==> src/rtl/bitstream_pkg.sv <==
// rtl/bitstream_pkg.sv - shared constants and state encoding for the RLE byte serializer/demux pair
package bitstream_pkg;

  localparam int MAX_PAIRS = 64;
  localparam int PAIR_W    = 16;
  localparam int BLOCK_W   = MAX_PAIRS * PAIR_W;
  localparam int CNT_W     = 7;
  localparam int IDX_W     = 6;

  // Saturation value of the pair index, sized to the counter.
  localparam logic [CNT_W-1:0] MAX_CNT = CNT_W'(MAX_PAIRS);

  typedef enum logic [1:0] {
    S_IDLE    = 2'd0,
    S_COLLECT = 2'd1,
    S_PRESENT = 2'd2
  } state_t;

endpackage

==> src/rtl/bitstream_demux_if.sv <==
// rtl/bitstream_demux_if.sv - byte stream in and parallel RLE block out
interface bitstream_demux_if;
  import bitstream_pkg::*;

  logic [7:0]         byte_in;
  logic               byte_valid;
  logic [1:0]         byte_channel_id;
  logic               block_end;
  logic               byte_ready;

  logic [BLOCK_W-1:0] rle_block;
  logic [CNT_W-1:0]   pair_count;
  logic [1:0]         rle_channel_id;
  logic               rle_valid;
  logic               rle_ready;

  modport master (
    output byte_in, byte_valid, byte_channel_id, block_end, rle_ready,
    input  byte_ready, rle_block, pair_count, rle_channel_id, rle_valid
  );

  modport slave (
    input  byte_in, byte_valid, byte_channel_id, block_end, rle_ready,
    output byte_ready, rle_block, pair_count, rle_channel_id, rle_valid
  );

endinterface

==> src/rtl/byte_pair_assembler.sv <==
// rtl/byte_pair_assembler.sv - pairs consecutive bytes into 16-bit RLE words, high byte first
module byte_pair_assembler
  import bitstream_pkg::*;
(
  input  logic              clk,
  input  logic              rst,
  input  logic              clear,
  input  logic              byte_wr,
  input  logic [7:0]        byte_in,
  output logic              pair_wr,
  output logic [PAIR_W-1:0] pair_data,
  output logic              pending
);

  logic [7:0] hi_q;
  logic       have_hi;

  // Hold the high half until its low partner arrives; a block close drops any orphan.
  always_ff @(posedge clk) begin
    if (rst || clear) begin
      hi_q    <= 8'h00;
      have_hi <= 1'b0;
    end else if (byte_wr) begin
      if (!have_hi) begin
        hi_q    <= byte_in;
        have_hi <= 1'b1;
      end else begin
        have_hi <= 1'b0;
      end
    end
  end

  // The low byte completes the pair in the same cycle it is accepted.
  always_comb begin
    pair_wr   = byte_wr & have_hi;
    pair_data = {hi_q, byte_in};
    pending   = have_hi;
  end

endmodule

==> src/rtl/bitstream_demux.sv <==
// rtl/bitstream_demux.sv - reassembles a serialized RLE byte stream into a parallel 64-pair block
module bitstream_demux
  import bitstream_pkg::*;
(
  input  logic             clk,
  input  logic             rst,
  input  logic             enable,
  bitstream_demux_if.slave bus,
  output logic             frame_err,
  output logic             overflow,
  output logic             drop_err,
  output logic             busy
);

  state_t state, state_next;

  logic [MAX_PAIRS-1:0][PAIR_W-1:0] pair_buf;
  logic [CNT_W-1:0]  pair_idx;
  logic [1:0]        chan_q;
  logic              ferr_flag, ovf_flag;
  logic              pres_first;
  logic              byte_ready_q;

  logic              in_idle, in_coll, chan_ok, room;
  logic              byte_acc, close, ch_bad, ovf_drop, odd_close, accept, offend;
  logic              pair_wr, pending;
  logic [PAIR_W-1:0] pair_data;

  // Input qualification: which incoming byte/strobe is taken, dropped, or closes the block.
  always_comb begin
    in_idle   = (state == S_IDLE) && byte_ready_q && enable;
    in_coll   = (state == S_COLLECT);
    chan_ok   = (bus.byte_channel_id == chan_q);
    room      = (pair_idx != MAX_CNT);
    byte_acc  = bus.byte_valid && (in_idle || (in_coll && chan_ok && room));
    close     = bus.block_end && (in_idle || in_coll);
    ch_bad    = in_coll && bus.byte_valid && !chan_ok;
    ovf_drop  = in_coll && bus.byte_valid && chan_ok && !room;
    odd_close = close && (pending ^ byte_acc);
    accept    = (state == S_PRESENT) && bus.rle_ready;
    offend    = (bus.byte_valid || bus.block_end) && !byte_ready_q;
  end

  byte_pair_assembler u_asm (
    .clk       (clk),
    .rst       (rst),
    .clear     (close),
    .byte_wr   (byte_acc),
    .byte_in   (bus.byte_in),
    .pair_wr   (pair_wr),
    .pair_data (pair_data),
    .pending   (pending)
  );

  // State register.
  always_ff @(posedge clk) begin
    if (rst) state <= S_IDLE;
    else     state <= state_next;
  end

  // Next-state logic; the unused encoding falls back to idle.
  always_comb begin
    state_next = S_IDLE;
    case (state)
      S_IDLE: begin
        if (close)         state_next = S_PRESENT;
        else if (byte_acc) state_next = S_COLLECT;
        else               state_next = S_IDLE;
      end
      S_COLLECT: state_next = close  ? S_PRESENT : S_COLLECT;
      S_PRESENT: state_next = accept ? S_IDLE    : S_PRESENT;
      default:   state_next = S_IDLE;
    endcase
  end

  // State-decoded outputs and the block bus.
  always_comb begin
    busy               = (state == S_COLLECT) || (state == S_PRESENT);
    bus.rle_valid      = (state == S_PRESENT);
    bus.byte_ready     = byte_ready_q;
    bus.rle_block      = pair_buf;
    bus.pair_count     = pair_idx;
    bus.rle_channel_id = chan_q;
  end

  // Pair buffer, channel latch, sticky error flags and their one-cycle pulses.
  always_ff @(posedge clk) begin
    if (rst) begin
      pair_buf     <= '0;
      pair_idx     <= '0;
      chan_q       <= 2'd0;
      ferr_flag    <= 1'b0;
      ovf_flag     <= 1'b0;
      pres_first   <= 1'b0;
      byte_ready_q <= 1'b0;
      frame_err    <= 1'b0;
      overflow     <= 1'b0;
      drop_err     <= 1'b0;
    end else begin
      byte_ready_q <= (state_next != S_PRESENT);
      drop_err     <= offend;
      pres_first   <= (state_next == S_PRESENT) && (state != S_PRESENT);
      frame_err    <= pres_first && ferr_flag;
      overflow     <= pres_first && ovf_flag;

      if (pres_first) begin
        ferr_flag <= 1'b0;
        ovf_flag  <= 1'b0;
      end else begin
        if (ch_bad || odd_close) ferr_flag <= 1'b1;
        if (ovf_drop)            ovf_flag  <= 1'b1;
      end

      if (in_idle && (bus.byte_valid || bus.block_end)) chan_q <= bus.byte_channel_id;

      if (accept) begin
        pair_buf <= '0;
        pair_idx <= '0;
      end else if (pair_wr) begin
        pair_buf[pair_idx[IDX_W-1:0]] <= pair_data;
        pair_idx                      <= pair_idx + 7'd1;
      end
    end
  end

endmodule

==> src/flat_wrapper.sv <==
// flat-port wrapper written by rule: the top's interface ports become plain ports
module bitstream_demux_flat import bitstream_pkg::*;
  (clk, rst, enable, frame_err, overflow, drop_err, busy, bus_byte_in, bus_byte_valid, bus_byte_channel_id, bus_block_end, bus_rle_ready, bus_byte_ready, bus_rle_block, bus_pair_count, bus_rle_channel_id, bus_rle_valid);
  bitstream_demux_if bus_i ();
  input  logic clk;
  input  logic rst;
  input  logic enable;
  output logic frame_err;
  output logic overflow;
  output logic drop_err;
  output logic busy;
  input wire logic [$bits(bus_i.byte_in)-1:0] bus_byte_in;
  input wire logic [$bits(bus_i.byte_valid)-1:0] bus_byte_valid;
  input wire logic [$bits(bus_i.byte_channel_id)-1:0] bus_byte_channel_id;
  input wire logic [$bits(bus_i.block_end)-1:0] bus_block_end;
  input wire logic [$bits(bus_i.rle_ready)-1:0] bus_rle_ready;
  output wire logic [$bits(bus_i.byte_ready)-1:0] bus_byte_ready;
  output wire logic [$bits(bus_i.rle_block)-1:0] bus_rle_block;
  output wire logic [$bits(bus_i.pair_count)-1:0] bus_pair_count;
  output wire logic [$bits(bus_i.rle_channel_id)-1:0] bus_rle_channel_id;
  output wire logic [$bits(bus_i.rle_valid)-1:0] bus_rle_valid;
  assign bus_i.byte_in = bus_byte_in;
  assign bus_i.byte_valid = bus_byte_valid;
  assign bus_i.byte_channel_id = bus_byte_channel_id;
  assign bus_i.block_end = bus_block_end;
  assign bus_i.rle_ready = bus_rle_ready;
  assign bus_byte_ready = bus_i.byte_ready;
  assign bus_rle_block = bus_i.rle_block;
  assign bus_pair_count = bus_i.pair_count;
  assign bus_rle_channel_id = bus_i.rle_channel_id;
  assign bus_rle_valid = bus_i.rle_valid;
  bitstream_demux u_core (.clk(clk), .rst(rst), .enable(enable), .bus(bus_i), .frame_err(frame_err), .overflow(overflow), .drop_err(drop_err), .busy(busy));
endmodule
==> config.mk <==
export PLATFORM = sky130hd
export DESIGN_NAME = bitstream_demux_flat
export DESIGN_NICKNAME = d
export VERILOG_FILES = /design/src/rtl/bitstream_pkg.sv /design/src/rtl/bitstream_demux_if.sv /design/src/rtl/byte_pair_assembler.sv /design/src/rtl/bitstream_demux.sv /design/src/flat_wrapper.sv
export SDC_FILE = /design/constraint.sdc
export NUM_CORES = 2
export LEC_CHECK = 0
export CAP_MARGIN = 5
export CORE_AREA = 2 2 409 411
export CTS_CLUSTER_SIZE = 8
export DETAILED_ROUTE_END_ITERATION = 8
export DIE_AREA = 0 0 411 413
export PLACE_DENSITY = 0.53
export SYNTH_ARGS = -nofsm -noshare
export SYNTH_HDL_FRONTEND = slang
export SYNTH_SLANG_ARGS = --single-unit
==> constraint.sdc <==
create_clock -name clk -period 4.7 [get_ports clk]
set_clock_uncertainty 0.1 [all_clocks]
set_input_delay 1.175 -clock clk [delete_from_list [all_inputs] [get_ports clk]]
set_output_delay 1.175 -clock clk [all_outputs]
set_load 0.02 [all_outputs]
==> qor.yml <==
place:
  dpl.cell_count: 7827
  routabilityCongestion: 0.826
  io_buffers: 1054
  hpwl_mm: 125
synth:
  synth-edff-count: 0
  synth_seq_cells: 1051
  async_reset_ff_share_pct: 0
  synth_top_family_by_area: "simple AND/OR/NAND/NOR gates"
  synth_ff_type: "dfxtp_1"
  yosys.area.top_type: "dfxtp_1"
  ys_warn_count: 0
  synthSimpleGateAreaFrac_pct: 24.2
  synthMostInstantiatedCell: "nand2_1"
  synth_nets: 4771
  synth-adder-area-share_pct: 0.271
  synthDistinctLibCells: 37
  yosys-top-cells-area: "dfxtp_1, nand2_1, a21oi_1, clkbuf_1, buf_2"
  yosys.area.top_type_share_pct: 56.9
  synth.top_cells.by_count: "nand2_1, dfxtp_1, a21oi_1, clkbuf_1, buf_2"
  synth.avg_cell_area_sq_um: 7.79
  seq_area_frac_synth_pct: 56.9
  synth.area.mux_share_pct: 0.298
  synth-compound-area-share_pct: 14.0
  synth_xor_area_share_pct: 0.166
  netlist_instances: 4747
  syn_area_sq_um: 37000
cells_and_area:
  nFillCells: 17300
  multi_input_area_sq_um: 14500
  utilization_pct: 33.2
  regArea_sq_um: 21100
  drive_above_1_share_pct: 7.95
  area_growth_pct: 48.7
  final_cell_count_no_fill: 8001
  fin_nets: 5800
setup_path:
  critical_path_class: "reg2reg"
  required_ps: 5300
  r2r-start: "u_core.bus.pair_count[3]$_SDFFE_PP0P_"
  ff2ff_setup_slack_ps: 690
  rr_worst_depth: 13
  cp-end-kind: "register"
  reg2reg_to: "u_core.bus.rle_block[73]$_SDFFE_PP0P_"
  crit_path_max_fanout: 16
  worstPathArrival_ps: 4610
  cp-start-kind: "register"
  cp-startpoint: "u_core.bus.pair_count[3]$_SDFFE_PP0P_"
die:
  die_y_microns: 413
  die_area_sq_um: 170000
  core_sq_um: 166000
  initial_core_util_pct: 22.3
  row_count: 150
  ios: 1055
  die_w_microns: 411
clocking:
  cts_made_buffers: 151
  clk_pin_slew_ps: 60
  cts-root-buf: "clkbuf_16"
  clk_path_buf_depth: 3
  clk_latency_ps: 790
  post_cts_buffers: 0
  htree_levels: 4
  cts_tree: "yes"
  clock_sinks: 1051
  cts_hold_buf: 0
  cts-resized-gates: 0
route:
  via_per_inst: 4.50
  dr.pass1.iters: 6
  wl_per_cell_microns: 23.3
  vias: 36000
  drt_iter0_markers: 2928
  drc: 0
  drt.antenna.violating_nets: 0
  routed_wirelength_mm: 186
sta:
  maxSlewViolCount: 0
  min_period_ps: 4010
  min_period_over_period_pct: 85.2
  max_freq_mhz: 250
  finalSetupTns_ps: 0
  rsz0062_at_grt: "false"
  finalHoldViolCount: 0
  setup_viol: 0
  worst_pin_slew_ps: 1210
  max_slew_margin_pct: 19.3
grt:
  grt_usage_pct: 21.0
  grt_max_degree: 172
  grt_pass1_wl_mm: 256
  grt_pass1_vias: 33700
  overflow: 0
  grt_antenna_before_repair: 1
run_status:
  outcome: "finished clean"
power_and_ir_drop:
  power_leakage_nw: 17.5
  p_per_area_nw_per_um2: 354
  ir_drop_uv: 384
min_path:
  worstHoldPathCells: 2
  min_path_type: "reg2reg"
  holdPathEnd: "u_core.bus.rle_block[583]$_SDFFE_PP0P_"
  hp-start: "u_core.bus.rle_block[583]$_SDFFE_PP0P_"
flow_run:
  maxCapViolCount: 0
==> worst max-delay path, cell delays in order (launching register included) <==
cell      delay, ps
dfxtp_2         320
or3_1           670
nor3_1          660
o31ai_1         280
buf_4           210
ha_1            190
buf_4           180
nand2b_1        260
nor2_2          110
buf_4           170
nand2_1         230
buf_4           300
nand2_1          80
a21oi_1         150
==> report_power, final <==
group | total [mW] | switching, mW | internal [mW]
combinational | 0.537 | 0.445 | 0.0921
clock | 9.94 | 4.04 | 5.91
sequential | 8.99 | 0.0550 | 8.93
==> cells by family after synthesis <==
logic type / Yosys count
DFF: 1051
adders and majority gates: 8
and+or+nand+nor: 2258
muxes: 11
AOI/OAI and AO/OA: 1036
xor gates and xnor gates: 7
buffers and inverters: 376
==> through the flow <==
| stage | power [mW] | worst slack, ps | area, sq um | hold slack, ps |
|---|---|---|---|---|
| after floorplan | 9.40 | 1310 | 37000 | 331 |
| after global placement | 9.70 | 122 | 50900 | 341 |
| after detailed placement | 9.70 | 127 | 50900 | 345 |
| after CTS | 19.7 | 526 | 55000 | 352 |
| after global routing | 20.0 | 488 | 55000 | 362 |
| final | 19.5 | 694 | 55000 | 349 |
==> sequential cells by signal, indices dropped and copies added (netlist names) <==
register / count
u_core.bus.byte_ready: 1
u_core.bus.pair_count: 7
u_core.bus.rle_block: 1024
u_core.bus.rle_channel_id: 2
u_core.drop_err: 1
u_core.ferr_flag: 1
u_core.frame_err: 1
u_core.overflow: 1
u_core.ovf_flag: 1
u_core.pres_first: 1
u_core.state: 2
u_core.u_asm.hi_q: 8
u_core.u_asm.pending: 1
==> cell usage in the layout (no fill, tap or decap), drive strengths merged, types with 6 or more instances in the layout <==
cell           count
clkdlybuf4s50   1046
nand2           2121
ha                 8
buf              200
a21oi           1029
nand2b             6
inv               10
mux2i             11
clkbuf           163
dfxtp           1051
nand3              6
nor3              11
nor2              91
==> cell type report <==
type	instances	area share (%)
timing repair buffer	1246	22.9
tap	2204	5.01
clock buffer	163	7.24
multi-input combinational	3320	26.3
clock inverter	10	0.230
antenna	1	0.00455
sequential	1051	38.3
inverter	6	0.0409
==> routing by layer <==
metal	track usage, %	vias up	wire, microns
li1	-	17200	-
met1	25.0	17100	75100
met2	35.1	1388	89400
met3	6.42	319	14900
met4	8.15	0	6800
met5	0	-	0
==> worst max-delay path by stage <==
stage,end,slack (ps),cells past startpoint
floorplan,u_core.bus.rle_block[181]$_SDFFE_PP0P_,1310,11
global route,u_core.bus.rle_block[442]$_SDFFE_PP0P_,490,13
global placement,u_core.bus.rle_block[436]$_SDFFE_PP0P_,120,14
CTS,u_core.bus.rle_block[445]$_SDFFE_PP0P_,530,13
detailed placement,u_core.bus.rle_block[434]$_SDFFE_PP0P_,130,14
finish,u_core.bus.rle_block[73]$_SDFFE_PP0P_,690,13
(Power assumes the default switching activity.)
